$ cat src/rtl/uart_defs.sv
// Shared UART definitions: receive FSM states, frame-width helper and default frame shape.
// UART_RX_PARITY_EN adds one parity bit to every frame.
package uart_defs;

  typedef enum logic [1:0] {
    IDLE  = 2'd0,
    SHIFT = 2'd1,
    CHECK = 2'd2
  } rx_state_e;

  localparam int unsigned DEF_DATA_W    = 8;
  localparam int unsigned DEF_STOP_BITS = 1;

`ifdef UART_RX_PARITY_EN
  localparam int unsigned PARITY_BITS = 1;
`else
  localparam int unsigned PARITY_BITS = 0;
`endif

  // Start bit + data + optional parity + stop bits.
  function automatic int unsigned frame_w(input int unsigned data_w,
                                          input int unsigned stop_bits,
                                          input int unsigned parity_bits);
    return 1 + data_w + parity_bits + stop_bits;
  endfunction

endpackage

$ cat src/rtl/shift_reg_nbit.sv
// Right-shifting serial-in register; new bits enter at the MSB. Reset and clr load all ones.
module shift_reg_nbit #(
  parameter int unsigned W = 10
) (
  input  logic         clk,
  input  logic         reset,
  input  logic         clr,
  input  logic         sh,
  input  logic         sdi,
  output logic [W-1:0] sr
);

  logic [W-1:0] sr_q;
  logic [W-1:0] sr_d;

  always_comb begin
    sr_d = sr_q;
    if (clr) begin
      sr_d = '1;
    end else if (sh) begin
      sr_d = {sdi, sr_q[W-1:1]};
    end
  end

  always_ff @(posedge clk or posedge reset) begin
    if (reset) begin
      sr_q <= '1;
    end else begin
      sr_q <= sr_d;
    end
  end

  assign sr = sr_q;

endmodule

$ cat src/rtl/uart_rx_frame.sv
// UART receive framer: start detect, frame count, data extraction, stop/parity checks, done pulse.
// Define UART_RX_PARITY_EN to receive and check a parity bit after the data bits.
module uart_rx_frame
  import uart_defs::*;
#(
  parameter int unsigned  DATA_W     = DEF_DATA_W,
  parameter int unsigned  STOP_BITS  = DEF_STOP_BITS,
  parameter int unsigned  ODD_PARITY = 0,
  localparam int unsigned FRAME_W    = frame_w(DATA_W, STOP_BITS, PARITY_BITS)
) (
  input  logic               clk,
  input  logic               reset,
  input  logic               sh,
  input  logic               sdi,
  input  logic               clr,
  output logic [FRAME_W-1:0] sr,
  output logic [DATA_W-1:0]  data,
  output logic               done,
  output logic               busy,
  output logic               frm_err,
  output logic               par_err
);

  localparam int unsigned      CNT_W    = $clog2(FRAME_W + 1);
  localparam logic [CNT_W-1:0] CNT_LAST = CNT_W'(FRAME_W);

  rx_state_e          state_q, state_d;
  logic [CNT_W-1:0]   cnt_q, cnt_d;
  logic [DATA_W-1:0]  data_q, data_d;
  logic               done_q, done_d;
  logic               busy_q, busy_d;
  logic               frm_err_q, frm_err_d;
  logic               par_err_q, par_err_d;
  logic               shift_en;
  logic               par_calc;

  // The register only moves on accepted strobes: idle-line strobes and strobes in CHECK are dropped.
  shift_reg_nbit #(
    .W (FRAME_W)
  ) u_shift (
    .clk   (clk),
    .reset (reset),
    .clr   (clr),
    .sh    (shift_en),
    .sdi   (sdi),
    .sr    (sr)
  );

`ifdef UART_RX_PARITY_EN
  assign par_calc = (^sr[DATA_W+1:1]) != ODD_PARITY[0];
`else
  logic unused_odd_parity;
  assign unused_odd_parity = ODD_PARITY[0];
  assign par_calc          = 1'b0;
`endif

  always_comb begin
    shift_en  = 1'b0;
    state_d   = state_q;
    cnt_d     = cnt_q;
    data_d    = data_q;
    done_d    = 1'b0;
    frm_err_d = frm_err_q;
    par_err_d = par_err_q;

    if (clr) begin
      state_d   = IDLE;
      cnt_d     = '0;
      frm_err_d = 1'b0;
      par_err_d = 1'b0;
    end else begin
      unique case (state_q)
        IDLE: begin
          if (sh && !sdi) begin
            shift_en = 1'b1;
            cnt_d    = CNT_W'(1);
            state_d  = SHIFT;
          end
        end
        SHIFT: begin
          if (sh) begin
            shift_en = 1'b1;
            cnt_d    = cnt_q + CNT_W'(1);
            if (cnt_d == CNT_LAST) begin
              state_d = CHECK;
            end
          end
        end
        CHECK: begin
          data_d    = sr[DATA_W:1];
          frm_err_d = ~&sr[FRAME_W-1 -: STOP_BITS];
          par_err_d = par_calc;
          done_d    = 1'b1;
          cnt_d     = '0;
          state_d   = IDLE;
        end
        default: begin
          cnt_d   = '0;
          state_d = IDLE;
        end
      endcase
    end

    busy_d = (state_d != IDLE);
  end

  always_ff @(posedge clk or posedge reset) begin
    if (reset) begin
      state_q   <= IDLE;
      cnt_q     <= '0;
      data_q    <= '0;
      done_q    <= 1'b0;
      busy_q    <= 1'b0;
      frm_err_q <= 1'b0;
      par_err_q <= 1'b0;
    end else begin
      state_q   <= state_d;
      cnt_q     <= cnt_d;
      data_q    <= data_d;
      done_q    <= done_d;
      busy_q    <= busy_d;
      frm_err_q <= frm_err_d;
      par_err_q <= par_err_d;
    end
  end

  assign data    = data_q;
  assign done    = done_q;
  assign busy    = busy_q;
  assign frm_err = frm_err_q;
  assign par_err = par_err_q;

endmodule

$ cat config.mk
export PLATFORM = sky130hd
export DESIGN_NAME = uart_rx_frame
export DESIGN_NICKNAME = d
export VERILOG_FILES = /design/src/rtl/uart_defs.sv /design/src/rtl/shift_reg_nbit.sv /design/src/rtl/uart_rx_frame.sv
export SDC_FILE = /design/constraint.sdc
export NUM_CORES = 1
export LEC_CHECK = 0
export CAP_MARGIN = 20
export CORE_MARGIN = 1
export CORE_UTILIZATION = 35
export CTS_CLUSTER_DIAMETER = 40
export DETAILED_ROUTE_END_ITERATION = 16
export PLACE_DENSITY = 0.68
export SYNTH_ARGS = -nofsm -noshare
export SYNTH_HDL_FRONTEND = slang
export SYNTH_SLANG_ARGS = --single-unit
$ cat constraint.sdc
create_clock -name clk -period 1.8 [get_ports clk]
set_input_delay 0.36 -clock clk [delete_from_list [all_inputs] [get_ports clk]]
set_output_delay 0.36 -clock clk [all_outputs]
set_load 0.005 [all_outputs]
**Word-level counts from Yosys, hierarchy flattened**

Cells that the tools add are included.

- Eq/ne operators: 5
- Bitwise logic cells: 1
- Reduce and logical (&&, ||, !) cells: 9
- $add $sub $neg: 1
- Muxes and demuxes: 21

Operators with widths:

| kind | count |
|---|---|
| $mux W10 | 2 |
| $mux W4 | 3 |
| $mux W1 | 9 |
| $mux W2 | 4 |
| $pmux W4 S2 | 1 |
| $ne A3 B3 Y1 const B | 2 |
| $reduce_bool A2 Y1 | 3 |
| $add A4 B1 Y4 const B | 1 |
| $eq A4 B4 Y1 const B | 1 |
| $pmux W2 S2 | 1 |
| $reduce_and A2 Y1 | 2 |
| $eq A2 B1 Y1 const B | 1 |
| $eq A2 B2 Y1 const B | 1 |
| $logic_not A1 Y1 | 2 |
| $logic_not A2 Y1 | 1 |
| $pmux W1 S2 | 1 |
| $logic_and A1 B1 Y1 | 1 |
| $not A1 Y1 | 1 |

- Output and inout bits: 22
- Register bits after elaboration: 28
- Input bits: 5
- Logic and storage cells: 45

**Longest topological paths before layout**

Gate-level depths: netlist of run 1.

- Word-level depth: 7
- Mapped depth: 5
- Mapped depth without buffers: 4

**By module**

Synthesis of run 1 repeated with hierarchy kept, for this count alone.

- Cells, all modules: 107
- Area total of the unflattened synthesis: 1292.5 um^2

By module, submodules not included:

| module | times used | cells an instance | area each (um^2) | seq. area each (um^2) |
|---|---|---|---|---|
| uart_rx_frame | 1 | 73 | 844.6 | 425.4 |
| shift_reg_nbit | 1 | 34 | 447.9 | 262.8 |

**Worst setup path after synthesis of run 1**

OpenSTA, ideal clock, no wires.

- Path type: register to register
- Start: register state_q[0]
- End: register data_q[0] (netlist: data[0])
- Clock period less this slack: 1299 ps
- Setup time: 125 ps
- Buffers on the path: 2
- Required time: 1675 ps
- Arrival: 1174 ps
- Cell stages (with the launch flop): 6
- Slack: 501 ps
- Cells stage by stage: dfrtp_1 -> buf_6 -> nor2b_4 -> and2b_1 -> buf_6 -> mux2_2

- Word-level cells in the longest chain between the ends: 2

RTL lines:

| what | RTL line | source |
|---|---|---|
| from (decl) | uart_rx_frame.sv:27 | `rx_state_e state_q, state_d;` |
| from (signal assigned) | uart_rx_frame.sv:117 | `state_q <= state_d;` |
| $eq A2 B2 Y1 | uart_rx_frame.sv:72 | `unique case (state_q)` |
| $reduce_and A2 Y1 (no line) | - |  |
| to (signal assigned) | uart_rx_frame.sv:119 | `data_q <= data_d;` |
| to (decl) | uart_rx_frame.sv:29 | `logic [DATA_W-1:0] data_q, data_d;` |

Every way passes these cells.
A chain may end at the register's enable or synchronous reset.

**Worst setup path after layout of run 1**

- Start: register u_shift.sr_q[9] (netlist: u_shift.sr[9])
- End: output port sr[9]

RTL lines:

| what | RTL line | source |
|---|---|---|
| from (decl) | shift_reg_nbit.sv:13 | `logic [W-1:0] sr_q;` |
| from (signal assigned) | shift_reg_nbit.sv:29 | `sr_q <= sr_d;` |
| to (decl) | uart_rx_frame.sv:16 | `output logic [FRAME_W-1:0] sr,` |

No word-level cell between the ends.

==> results of run 1 <==
state kept, by name (all words and copies together) (netlist names):
name,cells
data,8
u_shift.sr,10
cnt_q,4
busy,1
state_q,2
frm_err,1
done,1
metal layers:
layer  global-route usage  up-vias
met3               0.0290        2
met1                0.157      433
met4               0.0476        0
li1                     -      428
met5                    0        -
met2                0.252       20
cells in the mapped netlist (2+ instances only):
master	instances
dfrtp_1	17
dfstp_2	10
a211o_1	9
mux2_2	9
and3_1	6
a21oi_1	5
buf_6	4
o21ai_0	4
and3_2	3
inv_1	3
nor2_1	3
ha_1	2
nand3_1	2
nand3b_1	2
nor2b_1	2
nor2b_4	2
nor3_1	2
power groups by stage:
stage | combinational (mW) | sequential [mW] | clock, mW
3_5_place_dp | 0.138 | 0.678 | 0
3_3_place_gp | 0.133 | 0.675 | 0
5_1_grt | 0.175 | 0.665 | 0.292
2_1_floorplan | 0.0812 | 0.668 | 0
6_report | 0.158 | 0.662 | 0.248
4_1_cts | 0.138 | 0.667 | 0.272
placed cells by master (no fill, tap or decap), types with 2 or more instances in the layout:
cell / synthesis / layout
clkdlybuf4s50_1: 0 / 22
dfrtp_1: 17 / 17
buf_4: 1 / 12
dfstp_2: 10 / 10
a211o_1: 9 / 9
mux2_2: 9 / 9
and3_1: 6 / 6
a21oi_1: 5 / 5
o21ai_0: 4 / 4
inv_1: 3 / 3
and3_2: 3 / 3
nor2_1: 3 / 3
clkbuf_4: 0 / 3
dlymetal6s2s_1: 0 / 3
nor2b_1: 2 / 2
nand3b_1: 2 / 2
nor2b_4: 2 / 2
nand3_1: 2 / 2
nor3_1: 2 / 2
ha_1: 2 / 2
metrics by stage:
stage	power, mW	util	hold slack, ps	worst slack, ps
finish	1.07	0.486	381	68.2
global route	1.13	0.486	384	5.97
CTS	1.08	0.466	377	11.7
detailed placement	0.815	0.458	497	38.2
global placement	0.808	0.458	489	72.1
floorplan	0.750	-	405	501
worst paths after layout:
kind	startpoint	endpoint	slack (ps)	cells past startpoint
worst max-delay path	u_shift.sr[9]$_DFFE_PP1P_	sr[9]	70	1
worst min-delay path	reset	busy$_DFF_PP0_	380	3
worst max register to register	state_q[0]$_DFF_PP0_	u_shift.sr[8]$_DFFE_PP1P_	270	3
worst min register to register	data[5]$_DFFE_PP0P_	data[5]$_DFFE_PP0P_	520	1
max in group asynchronous	reset	u_shift.sr[1]$_DFFE_PP1P_	1110	3
min in group clk	data[5]$_DFFE_PP0P_	data[5]$_DFFE_PP0P_	520	1
logic make-up (layout without fill, tap and decap cells):
family | count (synthesis) | count (layout) | share of synthesized area
fa+ha+maj | 2 | 2 | 0.0200
other cells | 1 | 1 | 0.00299
xor+xnor | 1 | 1 | 0.00699
compound gates | 23 | 23 | 0.133
flops | 27 | 27 | 0.549
buf+inv | 9 | 45 | 0.0539
mux | 9 | 9 | 0.0809
simple gates | 28 | 28 | 0.153
timing repair:
action | 4_1_cts | 5_1_grt
resized for setup | 0 | 3
setup endpoints to repair | 0 | 9
buffers inserted | 0 | 8
area by class of cell:
| class | instances | share of cell area |
|---|---|---|
| Inverter | 3 | 0.00683 |
| Multi-Input combinational cell | 64 | 0.301 |
| Sequential cell | 27 | 0.418 |
| Tap cell | 46 | 0.0349 |
| Timing Repair Buffer | 38 | 0.223 |
| Clock buffer | 4 | 0.0159 |
==> metrics.md, run 1 <==
| Metric | Value |
|---|---|
| Worst skew pair latency | `310 ps` |
| Number of fillers in the final layout | `316` |
| Number of buffers inserted by port buffering | `25` |
| Sequential area share after synthesis | `0.549` |
| Post-DP Area | `1550 µm²` |
| Detailed-route DRC error count | `0` |
| Class of the tightest hold or removal check | `input pin to asynchronous set/reset pin` |
| Final instance count without filler cells | `182` |
| Top layer used by detailed routing | `met4` |
| Antenna violation net count after detailed routing | `0` |
| Unique masters post-synth | `32` |
| GP Congestion | `0.765` |
| Number of core rows | `21` |
| Share of cells above drive strength 1 | `0.324` |
| Master cell of the clock root buffer | `clkbuf_4` |
| Floorplan die area | `3820 µm²` |
| Final critical-path share of the clock period | `0.962` |
| Final design instance area without fill | `1650 µm²` |
| Mean Syn Cell Area | `12.5 µm²` |
| Largest stage delay, worst path | `570 ps` |
| Ports placed on the boundary | `27` |
| Reported leakage power | `0.747 nW` |
| Met3 wire length | `73 µm` |
| Pin count of the biggest net entering global routing | `28` |
| Internal power | `0.816 mW` |
| Metal1 wirelength | `1100 µm` |
| Via density per instance | `4.85` |
| Number of global-route vias before repair | `843` |
| Sequential Power Share | `0.619` |
| Starting density of the core | `0.370` |
| Clk sink count | `27` |
| Synth top area cells | `dfrtp_1 (34%), dfstp_2 (21%), mux2_2 (8.1%)` |
| Dpl cells | `170` |
| # diodes | `0` |
| Top Family by Delay on Critical Path | `flip-flops` |
| Master of the slowest instance on the critical path | `dfstp_2` |
| Area growth from synthesis to final layout | `31.6%` |
| Wirelength per Cell | `13.2 µm` |
| Met2 Wirelength | `1220 µm` |
| Clock tree skew after final layout | `1.23 ps` |
| Maximum capacitance violations | `0` |
| Clock tree from TritonCTS | `built` |
| Total net switching power | `0.252 mW` |
| Unrepaired setup endpoints after global routing | `no` |
| Pwr Density | `648 nW/µm²` |
| Clock transition at the registers of the reported paths | `130 ps` |
| Total clock buffers created by CTS | `3` |
| Drt total wl | `2410 µm` |
| Ys async rst share | `1.00` |
| Post-synth EDFFs | `0` |
| Area occupied by multi-input gates | `497 µm²` |
| Total GRT Usage | `0.137` |
| Switching power as a share of total power | `0.236` |
| Core area | `3390 µm²` |
| Vertical die dimension | `61.8 µm` |
| Worst-path maximum fanout | `3` |
| Cts hold-fix bufs | `0` |
| Yosys top cell area share | `0.340` |
| Combinational group share of total power | `0.148` |
| Iteration count of the initial detailed-routing pass | `4` |
| Horizontal die dimension | `61.8 µm` |
| Number of synthesized register bits | `27` |
| Initial antenna violation count | `0` |
| Result of the run | `completed` |
| Count of endpoints failing setup in the final report | `0` |
| Detailed placer's ending HPWL | `1720 µm` |
| Data required, critical path | `1440 ps` |
| Number of DRC markers in iteration 0 | `13` |
| Crit-path cells | `clkdlybuf4s50_1` |
| Worst Setup Start Kind | `flop` |
| Minimum period implied by the final worst setup slack | `1730 ps` |
| Total standard cell area after synthesis | `1250 µm²` |
| Final global-route overflow total | `0` |
| Worst Path Buf+Inv | `1` |
| Wire length of the first global-routing pass | `3750 µm` |
| Biggest area consumer among synthesized cells | `dfrtp_1` |
| Commonest register cell after synthesis | `dfrtp_1` |
| FF+latch area | `688 µm²` |
| H-tree depth reported by CTS | `1` |
| Clock share of power | `0.233` |
| Category of the critical setup timing path | `flop to primary output` |
| Syn Inst Count | `100` |
| Highest clock rate | `0.577 GHz` |
| Vias | `883` |
| Final count of pins violating max slew | `0` |
| Final nets | `144` |
| Summed negative setup slack over all endpoints | `0 ps` |
| Nature of the critical path endpoint | `primary output` |
| CP Data Arrival Time | `1370 ps` |
| Bufs on Longest Clock Path | `2` |
| Syn_nets | `107` |
| Final number of hold-violating endpoints | `0` |
| Warnings from Yosys | `0` |
| VDD IR-drop max | `0.000231 V` |
No activity file was read; power rests on OpenSTA's default activity.
==> run 2: changes to the inputs <==
ABC_AREA = 1   (was default)
==> run 2 against run 1 <==
Net effect:
- final cell count rose by 26%
- sequential power up 0.9%
- critical path type unchanged
- power is 3.8% higher
- largest cell class unchanged
- combinational power is 11% higher
- non-clock buffer count shrank 3
- critical path depth is the same
- via count is 19% higher
- register-to-register slack better by 330 ps
- critical endpoint is now sr[4]
==> metrics.md, run 2 <==
| Metric | Value |
|---|---|
| Count of endpoints failing setup in the final report | `0` |
| Wire length of the first global-routing pass | `4000 µm` |
| Final global-route overflow total | `0` |
| Total standard cell area after synthesis | `1250 µm²` |
| Antenna violation net count after detailed routing | `0` |
| Worst Setup Start Kind | `flop` |
| Via density per instance | `4.57` |
| Nature of the critical path endpoint | `primary output` |
| Clock share of power | `0.240` |
| Master of the slowest instance on the critical path | `dfstp_2` |
| Number of buffers inserted by port buffering | `25` |
| Final critical-path share of the clock period | `0.977` |
| Core area | `3390 µm²` |
| Post-DP Area | `1550 µm²` |
| # diodes | `0` |
| Top Family by Delay on Critical Path | `flip-flops` |
| Share of cells above drive strength 1 | `0.207` |
| Worst skew pair latency | `330 ps` |
| Largest stage delay, worst path | `570 ps` |
| Combinational group share of total power | `0.158` |
| Data required, critical path | `1440 ps` |
| Highest-count cells in the layout ignoring fill and taps | `nand2_1 (55), clkdlybuf4s50_1 (21), dfrtp_1 (17)` |
| Final nets | `192` |
| Post-synth EDFFs | `0` |
| Starting density of the core | `0.370` |
| Final count of pins violating max slew | `0` |
| Vias | `1052` |
| Final instance count without filler cells | `230` |
| Bufs on Longest Clock Path | `2` |
| Number of DRC markers in iteration 0 | `64` |
| Initial antenna violation count | `0` |
| Floorplan die area | `3830 µm²` |
| Detailed-route DRC error count | `0` |
| Most repeated cell in the gate-level netlist after synthesis | `nand2_1` |
| Biggest area consumer among synthesized cells | `dfrtp_1` |
| Pin count of the biggest net entering global routing | `28` |
| Most numerous cell types in the synthesized netlist | `nand2_1 (55), dfrtp_1 (17), inv_1 (16)` |
| Number of global-route vias before repair | `946` |
| Cts hold-fix bufs | `0` |
| Vertical die dimension | `61.9 µm` |
| Ys async rst share | `1.00` |
| Warnings from Yosys | `0` |
| Clock tree from TritonCTS | `built` |
| Sequential area share after synthesis | `0.549` |
| Master cell of the clock root buffer | `clkbuf_4` |
| Wirelength per Cell | `10.5 µm` |
| Clk sink count | `27` |
| Syn_nets | `156` |
| Total GRT Usage | `0.145` |
| Maximum capacitance violations | `0` |
| Total clock buffers created by CTS | `3` |
| Dpl cells | `219` |
| GP Congestion | `0.816` |
| Reported leakage power | `0.834 nW` |
| Mean Syn Cell Area | `8.41 µm²` |
| Largest register FFs | `10` |
| Final number of hold-violating endpoints | `0` |
| Horizontal die dimension | `61.9 µm` |
| H-tree depth reported by CTS | `1` |
| CP Data Arrival Time | `1400 ps` |
| Detailed placer's ending HPWL | `1750 µm` |
| Worst Path Buf+Inv | `1` |
| Minimum period implied by the final worst setup slack | `1760 ps` |
| Crit-path cells | `clkdlybuf4s50_1` |
| Synth top area cells | `dfrtp_1 (34%), dfstp_2 (21%), nand2_1 (16%)` |
| Drt total wl | `2400 µm` |
| Switching power as a share of total power | `0.261` |
| Syn Inst Count | `149` |
| Sequential Power Share | `0.602` |
| Number of core rows | `21` |
| Commonest register cell after synthesis | `dfrtp_1` |
| Unique masters post-synth | `22` |
| Category of the critical setup timing path | `flop to primary output` |
| Worst-path maximum fanout | `3` |
| Clock transition at the registers of the reported paths | `150 ps` |
| Ports placed on the boundary | `27` |
| Highest clock rate | `0.569 GHz` |
| Internal power | `0.820 mW` |
| Total power after layout | `1.11 mW` |
| Final design instance area without fill | `1640 µm²` |
| Clock tree skew after final layout | `4.68 ps` |
| Class of the tightest hold or removal check | `input pin to asynchronous set/reset pin` |
| Area growth from synthesis to final layout | `30.8%` |
| VDD IR-drop max | `0.000282 V` |
| Total net switching power | `0.289 mW` |
| Result of the run | `completed` |
| Yosys top cell area share | `0.339` |
| Number of synthesized register bits | `27` |
| Pwr Density | `676 nW/µm²` |
| Most common library cell in the layout ignoring fill and taps | `nand2_1` |
| Iteration count of the initial detailed-routing pass | `4` |
run 2: changes by cell type after synthesis, sizes merged, moves of 2 or more:
cell   previous run  this run
a211o             9         0
a21oi             5         1
and3              9         0
buf               5         3
inv               3        21
mux2              9         0
nand2             2        58
nand3             2        13
nand4             0         2
nor2              3        10
nor2b             4         0
nor3              2         0
o21ai             4         8
run 2: kinds of logic (layout without fill, tap and decap cells):
kind of cell | Yosys count | in the layout | synth area share
other | 1 | 1 | 0.00299
AO/OA/AOI/OAI | 10 | 10 | 0.0529
adder cells (fa/ha/maj) | 2 | 2 | 0.0200
AND/OR/NAND/NOR | 84 | 84 | 0.285
buffers and inverters | 25 | 60 | 0.0898
flip-flops | 27 | 27 | 0.549
run 2: final timing paths:
| check | slack, ps | cells past startpoint | from | endpoint |
|---|---|---|---|---|
| max in group asynchronous | 1120 | 3 | reset | u_shift.sr[9]$_DFFE_PP1P_ |
| worst min-delay path | 370 | 3 | reset | data[4]$_DFFE_PP0P_ |
| worst max-delay path | 40 | 1 | u_shift.sr[4]$_DFFE_PP1P_ | sr[4] |
| worst min register to register | 490 | 2 | data[1]$_DFFE_PP0P_ | data[1]$_DFFE_PP0P_ |
| min in group clk | 490 | 2 | data[1]$_DFFE_PP0P_ | data[1]$_DFFE_PP0P_ |
| worst max register to register | 600 | 7 | cnt_q[0]$_DFFE_PP0P_ | state_q[0]$_DFF_PP0_ |
run 2: through the flow:
step	hold WS (ps)	setup WS (ps)	utilization	setup TNS, ps
floorplan	405	729	-	0
global placement	462	233	0.457	0
detailed placement	464	173	0.457	0
CTS	388	6.78	0.465	0
global route	434	-6.70	0.484	-6.70
finish	373	41.0	0.484	0
run 2: final cells by class:
| type | instances | area [µm²] |
|---|---|---|
| multi-input combinational | 97 | 453 |
| tap | 46 | 57.6 |
| timing repair buffer | 35 | 335 |
| clock inverter | 1 | 5.00 |
| fill | 313 | 1750 |
| inverter | 21 | 78.8 |
| sequential | 27 | 688 |
| clock buffer | 3 | 22.5 |
run 2: timing repair:
action                     CTS  global route
setup endpoints to repair    0             9
setup buffers                0             7
gates resized for setup      0             4
run 2: per-layer routing:
layer,track usage,vias to the layer above,share of wire
met5,0,-,0
li1,-,527,-
met1,0.178,492,0.45
met3,0.0269,7,0.041
met2,0.247,26,0.48
met4,0.0698,0,0.030
run 2: power by group through the flow:
stage	logic, mW	registers [mW]	clock network, mW
after floorplan	0.0815	0.681	0
after global placement	0.148	0.686	0
after detailed placement	0.153	0.685	0
after CTS	0.153	0.675	0.279
after global routing	0.203	0.672	0.300
final	0.176	0.668	0.266
==> run 3: changes to the inputs <==
CORE_ASPECT_RATIO = 1.1   (was default)
==> run 3 against run 2 <==
Net effect:
- first-iteration DRC count decreased by 69%
- hold slack improved by 13 ps
- via count decreased by 2.9%
- setup slack got worse by 8.8 ps
- clock power decreased by 3%
- register-to-register slack got worse by 50 ps
- combinational power decreased by 9.7%
- sequential cell count unchanged
- critical path depth unchanged
- routed wire length decreased by 3.1%
- count of clock-buffer cells in the layout increased by 1
- highest routed layer unchanged
==> metrics.md, run 3 (synthesis gave the netlist of run 2 again) <==
| Metric | Value |
|---|---|
| Reported leakage power | `0.797 nW` |
| Category of the critical setup timing path | `flop to primary output` |
| Count of endpoints failing setup in the final report | `0` |
| Largest stage delay, worst path | `590 ps` |
| Worst Setup Start Kind | `flop` |
| Highest clock rate | `0.566 GHz` |
| Master of the slowest instance on the critical path | `dfstp_2` |
| Clock transition at the registers of the reported paths | `140 ps` |
| Antenna violation net count after detailed routing | `0` |
| Wire length of the first global-routing pass | `4030 µm` |
| Clock tree skew after final layout | `3.90 ps` |
| Horizontal die dimension | `59.1 µm` |
| Sequential Power Share | `0.617` |
| Area growth from synthesis to final layout | `27.1%` |
| Via density per instance | `4.50` |
| Most common library cell in the layout ignoring fill and taps | `nand2_1` |
| Maximum capacitance violations | `0` |
| Detailed-route DRC error count | `0` |
| Unrepaired setup endpoints after global routing | `no` |
| Dpl cells | `221` |
| Bufs on Longest Clock Path | `2` |
| Worst Path Buf+Inv | `1` |
| Final critical-path share of the clock period | `0.982` |
| Final nets | `187` |
| # diodes | `0` |
| Clock share of power | `0.236` |
| Number of core rows | `22` |
| Number of DRC markers in iteration 0 | `20` |
| Number of buffers inserted by port buffering | `25` |
| Nature of the critical path endpoint | `primary output` |
| Finished Core Util | `0.471` |
| Crit-path cells | `clkdlybuf4s50_1` |
| Total clock buffers created by CTS | `3` |
| Final count of pins violating max slew | `0` |
| Wirelength per Cell | `10.3 µm` |
| Cells resized by post-CTS repair | `0` |
| Final design instance area without fill | `1590 µm²` |
| Drt total wl | `2330 µm` |
| Cts hold-fix bufs | `0` |
| Summed negative setup slack over all endpoints | `0 ps` |
| Class of the tightest hold or removal check | `input pin to asynchronous set/reset pin` |
| Minimum setup slack after placement | `149 ps` |
| CP Data Arrival Time | `1410 ps` |
| Total net switching power | `0.275 mW` |
| Pwr Density | `683 nW/µm²` |
| Post-DP Area | `1550 µm²` |
| Internal power | `0.813 mW` |
| Worst skew pair latency | `320 ps` |
| Vias | `1021` |
| Vertical die dimension | `64.8 µm` |
| Initial antenna violation count | `0` |
| Top Family by Delay on Critical Path | `flip-flops` |
| Combinational group share of total power | `0.146` |
| Final instance count without filler cells | `227` |
| Largest register FFs | `10` |
| Share of cells above drive strength 1 | `0.179` |
| VDD IR-drop max | `0.000325 V` |
| Starting density of the core | `0.370` |
| Master cell of the clock root buffer | `clkbuf_4` |
| Clk sink count | `27` |
| Number of post-CTS setup repair buffers | `0` |
| GP Congestion | `0.716` |
| Detailed placer's ending HPWL | `1770 µm` |
| Final number of hold-violating endpoints | `0` |
| Floorplan die area | `3830 µm²` |
| Pin count of the biggest net entering global routing | `28` |
| Highest-count cells in the layout ignoring fill and taps | `nand2_1 (55), clkdlybuf4s50_1 (25), dfrtp_1 (17)` |
| Switching power as a share of total power | `0.253` |
| Minimum period implied by the final worst setup slack | `1770 ps` |
| Core area | `3390 µm²` |
| Iteration count of the initial detailed-routing pass | `4` |
| Ports placed on the boundary | `27` |
| Data required, critical path | `1440 ps` |
| Worst-path maximum fanout | `4` |
| Final global-route overflow total | `0` |
| Result of the run | `completed` |
| Total GRT Usage | `0.135` |
| Least setup slack across all paths after layout | `32.2 ps` |
| Clock tree from TritonCTS | `built` |
| Number of global-route vias before repair | `926` |
| H-tree depth reported by CTS | `1` |
-- run 3: worst paths after layout --
kind | slack [ps] | to | depth (start not counted) | from
max | 30 | sr[1] | 1 | u_shift.sr[1]$_DFFE_PP1P_
min | 390 | cnt_q[2]$_DFFE_PP0P_ | 3 | reset
max reg2reg | 550 | state_q[0]$_DFF_PP0_ | 7 | cnt_q[0]$_DFFE_PP0P_
min reg2reg | 500 | data[2]$_DFFE_PP0P_ | 2 | data[2]$_DFFE_PP0P_
max in group asynchronous | 1110 | u_shift.sr[5]$_DFFE_PP1P_ | 3 | reset
min in group clk | 500 | data[2]$_DFFE_PP0P_ | 2 | data[2]$_DFFE_PP0P_
-- run 3: cell type report --
| cell class | instances | area, µm² |
|---|---|---|
| repair buffers | 30 | 288 |
| multi-input cells | 97 | 453 |
| fillers | 342 | 1790 |
| inverters | 21 | 78.8 |
| flip-flops and latches | 27 | 688 |
| well taps | 48 | 60.1 |
| clock buffers | 4 | 26.3 |
-- run 3: metrics by stage --
step           hold WS (ps)  power (mW)
3_5_place_dp            465       0.837
3_3_place_gp            465       0.834
5_1_grt                 437        1.14
6_report                386        1.09
4_1_cts                 401        1.09
2_1_floorplan           405       0.763
-- run 3: layer usage --
metal / vias to the layer above / wire length [µm] / GRT usage
li1: 515 / - / -
met1: 476 / 1100 / 0.175
met2: 26 / 1110 / 0.226
met3: 4 / 94 / 0.0220
met4: 0 / 25 / 0.0446
met5: - / 0 / 0
-- run 3: power by group through the flow --
stage	registers (mW)	logic, mW	clock network [mW]
6_report	0.672	0.159	0.257
5_1_grt	0.675	0.181	0.282
4_1_cts	0.675	0.153	0.265
3_5_place_dp	0.685	0.152	0
3_3_place_gp	0.684	0.150	0
2_1_floorplan	0.681	0.0815	0
